**src/rtl/imem_loader_pkg.sv**
```systemverilog
// Shared types and constants for the instruction-memory loader.
package imem_loader_pkg;

  typedef enum logic [2:0] {IDLE, LEN_LO, LEN_HI, DATA, CHK, DONE, ERR} ldr_state_t;

  localparam int BYTES_PER_WORD = 4;

endpackage

```
**src/rtl/imem_word_assembler.sv**
```systemverilog
// Collects payload bytes into little-endian words and keeps the running XOR checksum.
module imem_word_assembler
  import imem_loader_pkg::*;
#(
  parameter int N_Bits = 32
) (
  input  logic              clk,
  input  logic              rst_n,
  input  logic              clear,
  input  logic              accept,
  input  logic [7:0]        data,
  output logic              word_done,
  output logic [N_Bits-1:0] word,
  output logic [7:0]        chk
);

  logic [1:0]                       byte_cnt;
  logic [8*(BYTES_PER_WORD-1)-1:0] low_bytes;

  // The top byte is never stored: the completed word is formed from the byte
  // being accepted right now, so the write can be issued on the same edge.
  assign word_done = accept && (byte_cnt == 2'(BYTES_PER_WORD - 1));
  assign word      = N_Bits'({data, low_bytes});

  always_ff @(posedge clk or negedge rst_n) begin
    if (!rst_n) begin
      byte_cnt  <= '0;
      low_bytes <= '0;
      chk       <= '0;
    end else if (clear) begin
      byte_cnt  <= '0;
      low_bytes <= '0;
      chk       <= '0;
    end else if (accept) begin
      chk      <= chk ^ data;
      byte_cnt <= byte_cnt + 2'd1;
      case (byte_cnt)
        2'd0:    low_bytes[7:0]   <= data;
        2'd1:    low_bytes[15:8]  <= data;
        2'd2:    low_bytes[23:16] <= data;
        default: ;
      endcase
    end
  end

endmodule

```
**src/rtl/imem_loader.sv**
```systemverilog
// Loads a length-prefixed, checksummed byte stream into instruction memory and
// releases the core from reset only after a verified load.
module imem_loader
  import imem_loader_pkg::*;
#(
  parameter int N_Bits = 32,
  parameter int DEPTH  = 256
) (
  input  logic              clk,
  input  logic              rst_n,
  input  logic              start,
  input  logic              in_valid,
  input  logic [7:0]        in_data,
  output logic              in_ready,
  output logic              mem_we,
  output logic [N_Bits-1:0] mem_addr,
  output logic [N_Bits-1:0] mem_wd,
  output logic              core_rst_n,
  output logic              done,
  output logic              err
);

  localparam int AW = $clog2(DEPTH);

  ldr_state_t        state;
  logic [15:0]       len;
  logic [AW-1:0]     word_idx;
  logic              accept;
  logic              start_go;
  logic              asm_accept;
  logic              word_done;
  logic [N_Bits-1:0] word;
  logic [7:0]        chk;
  logic              last_word;

  assign accept     = in_valid && in_ready;
  assign start_go   = start && (state == IDLE || state == DONE || state == ERR);
  assign asm_accept = accept && (state == DATA);
  assign last_word  = (32'(word_idx) + 32'd1) == 32'(len);

  imem_word_assembler #(.N_Bits(N_Bits)) u_asm (
    .clk       (clk),
    .rst_n     (rst_n),
    .clear     (start_go),
    .accept    (asm_accept),
    .data      (in_data),
    .word_done (word_done),
    .word      (word),
    .chk       (chk)
  );

  // The final word's write is issued on the same edge that moves to CHK, so the
  // checksum byte can already be taken while that write is in flight.
  always_ff @(posedge clk or negedge rst_n) begin
    if (!rst_n) begin
      state      <= IDLE;
      len        <= '0;
      word_idx   <= '0;
      in_ready   <= 1'b0;
      mem_we     <= 1'b0;
      mem_addr   <= '0;
      mem_wd     <= '0;
      core_rst_n <= 1'b0;
      done       <= 1'b0;
      err        <= 1'b0;
    end else begin
      mem_we <= 1'b0;
      if (start_go) begin
        state      <= LEN_LO;
        len        <= '0;
        word_idx   <= '0;
        in_ready   <= 1'b1;
        core_rst_n <= 1'b0;
        done       <= 1'b0;
        err        <= 1'b0;
      end else begin
        case (state)
          LEN_LO: if (accept) begin
            len[7:0] <= in_data;
            state    <= LEN_HI;
          end
          LEN_HI: if (accept) begin
            len[15:8] <= in_data;
            if ({in_data, len[7:0]} == 16'd0) begin
              state <= CHK;
            end else if ({in_data, len[7:0]} > 16'(DEPTH)) begin
              state    <= ERR;
              in_ready <= 1'b0;
              err      <= 1'b1;
            end else begin
              state <= DATA;
            end
          end
          DATA: if (word_done) begin
            mem_we   <= 1'b1;
            mem_addr <= N_Bits'({word_idx, 2'b00});
            mem_wd   <= word;
            word_idx <= word_idx + 1'b1;
            if (last_word) state <= CHK;
          end
          CHK: if (accept) begin
            in_ready <= 1'b0;
            if (in_data == chk) begin
              state      <= DONE;
              done       <= 1'b1;
              core_rst_n <= 1'b1;
            end else begin
              state <= ERR;
              err   <= 1'b1;
            end
          end
          default: ;
        endcase
      end
    end
  end

endmodule
```
**config.mk**
```make
export PLATFORM = sky130hd
export DESIGN_NAME = imem_loader
export DESIGN_NICKNAME = d
export VERILOG_FILES = /design/src/rtl/imem_loader_pkg.sv /design/src/rtl/imem_word_assembler.sv /design/src/rtl/imem_loader.sv
export SDC_FILE = /design/constraint.sdc
export NUM_CORES = 1
export LEC_CHECK = 0
export BUFFER_PORTS_ARGS = -buffer_cell sky130_fd_sc_hd__buf_2
export CAP_MARGIN = 10
export CORE_MARGIN = 8
export CORE_UTILIZATION = 61
export DETAILED_ROUTE_END_ITERATION = 8
export PLACE_DENSITY_LB_ADDON = 0.2
export SETUP_SLACK_MARGIN = 0.4
export SYNTH_ARGS = -nofsm -noshare
export SYNTH_HDL_FRONTEND = slang
export SYNTH_SLANG_ARGS = --single-unit
```
**constraint.sdc**
```tcl
create_clock -name clk -period 4.6 [get_ports clk]
set_input_delay 0.69 -clock clk [delete_from_list [all_inputs] [get_ports clk]]
set_output_delay 0.69 -clock clk [all_outputs]
set_load 0.005 [all_outputs]
```
==> metrics.txt <==
Post-Route Skew=9.063 ps; Worst R2R Start=state[0]$_DFFE_PN0P_; Power per Cell Area=276.8 nW/um^2; RR Endpoint=len[15]$_DFFE_PN0P_; Detailed Routing Iterations Pass 1=5; worst-path cell chain=xor2_1 -> o211a_1 -> nor2_1 -> nand2_1 -> o21ai_0; H-tree depth=3; # rows=33; setup ws final=~1800 ps; achievable frequency=approximately 0.35 GHz; Hold Slack=410.3 ps; crit path DAT=around 3000 ps; Seq/Total Area, Yosys=between 50% and 60%; antenna violations before repair=0; slowest stage delay, CP=1000 ps; Fillers=680; largest net degree at the start of global routing=slightly above 70; WL/cell=15.48 um; yosys warns=0; Die X=approximately 110 um; syn_area_per_cell=between 8 and 9 sq um; CTS sink cnt=between 100 and 150; clk buf depth=2; layout cells sized above 1=between 10% and 20%; Peak VDD IR=around 0.15 mV; P_leak=roughly 2.8 nW; DP Wirelength=7626 um; height of the chip=107.3 um; CTS root buffer=clkbuf_8; crit start category=flop; Seq cells post-synth=105; Post-synth EDFFs=0; gr ovfl total=0; R2R setup slack=roughly 1800 ps; DIE AREA=11,510 sq um; fin nets=approximately 620; PortBufs=between 50 and 60; RSZ-0062 raised after global routing=false; Power Total=between 0.001 and 0.0015 W; Final Wtd Congestion=roughly 0.9; via density per instance=about 5.5; vias in the first global route=about 3,800; Synth top area share=around 52%; Max FO, Critical Path=38; fin. max-slew vios=0; Area Overhead vs Synth=6.548%; antenna viol nets, final=0; WP data required=approximately 4800 ps; GRT Util Overall=19.84%; period utilization=61.80%; Vias=around 4,000; worst slack at placement=1842 ps; CP Capture Type=flop; Cell variety after synth=51; ant diodes=0; largest cells by area after synthesis=dfrtp_1 52%, nand2_1 15%, buf_4 4.0%; Post-Route WL=11,090 um; most common cell after layout, fill and taps aside=nand2_1; hold crit path type=in -> async; Initial Util=a little over three fifths; actual slew at the worst max-slew pin=1245 ps; Clock Pin Slew Worst Setup and Hold Paths=about 100 ps; Final Hold Viols=0; TritonCTS clock tree=built; cells after synthesis=575; Post-CTS Setup Inserts=0; cts hold-fix bufs=0; number of max-cap violations=0; clk_lat worst skew=between 300 and 400 ps; Slew HR=between 15 and 20%; DRT iter0 DRCs=233; cts bufs inserted=9; most frequent cells in the layout=197 x nand2_1, 105 x dfrtp_1, 55 x buf_2; outcome=finished clean; Worst Path Class, Setup=reg -> reg; crit path buf inv count=0; # setup viols final=0; Core Area=around 8000 sq um; Mapped Area=a little over 5000 sq um; R2R cell count=5; CP max-delay cell=o211a_1; total negative slack=0 ps; Resized Gates After CTS=0; asr flop ratio synth=100.0%; crit path time final=2843 ps; Synth Flop Type=dfrtp_1; Crit path max-delay family=compound AO/OA/AOI/OAI gates; first-pass GRT wire length=~18,000 um; # IOs=between 80 and 90; drt drc=0; leading area contributor after synthesis=dfrtp_1
Yosys cell counts (5+ instances only):
| master | instances |
|---|---|
| nor3_1 | 6 |
| buf_4 | 27 |
| buf_2 | 20 |
| a21oi_1 | 31 |
| dfrtp_1 | 105 |
| xnor2_1 | 15 |
| o21ai_1 | 9 |
| nor2_1 | 21 |
| ha_1 | 5 |
| o21ai_0 | 23 |
| inv_1 | 6 |
| nand3_1 | 30 |
| nand2_1 | 197 |
| clkbuf_1 | 14 |
| xor2_1 | 15 |
flip-flops by register name (all words and copies together) (netlist names):
| register | cells |
|---|---|
| done | 1 |
| err | 1 |
| in_ready | 1 |
| len | 16 |
| mem_addr | 8 |
| mem_wd | 32 |
| mem_we | 1 |
| state | 3 |
| u_asm.byte_cnt | 2 |
| u_asm.chk | 8 |
| u_asm.low_bytes | 24 |
| word_idx | 8 |
worst reg2reg max path: stages (launching register included):
cell,delay (ps)
dfrtp_1,650
xor2_1,230
o211a_1,1000
nor2_1,500
nand2_1,190
o21ai_0,110
metrics by stage:
| step | cell area [sq um] | instances | utilization (%) |
|---|---|---|---|
| 5_1_grt | 5415 | 716 | 66.57 |
| 3_5_place_dp | 5235 | 700 | 64.36 |
| 2_1_floorplan | 5169 | 598 | - |
| 3_3_place_gp | 5235 | 700 | 64.36 |
| 4_1_cts | 5415 | 716 | 66.57 |
| 6_report | 5415 | 716 | 66.57 |
how the worst max path moves through the flow:
stage                     slack [ps]  cells after the start              endpoint                  from
after floorplan                 2510                      6  state[2]$_DFFE_PN0P_            in_data[4]
after global placement          1980                      5    len[8]$_DFFE_PN0P_                 start
after detailed placement        1840                      5   len[15]$_DFFE_PN0P_  state[0]$_DFFE_PN0P_
after CTS                       1780                      5   len[15]$_DFFE_PN0P_  state[0]$_DFFE_PN0P_
after global routing            1500                      5   len[12]$_DFFE_PN0P_  state[0]$_DFFE_PN0P_
final                           1760                      5   len[15]$_DFFE_PN0P_  state[0]$_DFFE_PN0P_
layout make-up:
type | instances | area (sq um) | share of cell area [%]
Clock buffer | 11 | 141.4 | 2.611
Clock inverter | 5 | 38.79 | 0.7163
Inverter | 7 | 26.28 | 0.4852
Multi-Input combinational cell | 423 | 2137 | 39.46
Sequential cell | 105 | 2628 | 48.52
Tap cell | 105 | 131.4 | 2.426
Timing Repair Buffer | 60 | 312.8 | 5.776
per-layer routing:
metal	up-vias	track usage, %	wire length [um]
met5	-	0	0
met4	0	5.930	139
met3	16	5.030	819
li1	1886	-	-
met1	1925	26.70	4959
met2	127	30.89	5168
cells by family after synthesis:
family / count (synthesis) / synth area share (%)
flip-flops: 105 / 51.70
other: 1 / 0.07378
AND/OR/NAND/NOR: 279 / 23.66
AO/OA/AOI/OAI: 83 / 9.823
XOR/XNOR: 30 / 5.170
multiplexers: 2 / 0.3939
adder cells (fa/ha/maj): 5 / 1.231
buffers and inverters: 70 / 7.952
report_power, final:
part / internal (W) / total (W) / switching [W]
clock network: 0.000215 / 0.000527 / 0.000312
logic: 0.00000841 / 0.0000498 / 0.0000414
registers: 0.000922 / 0.000922 / 0
(Power assumes the default switching activity.)
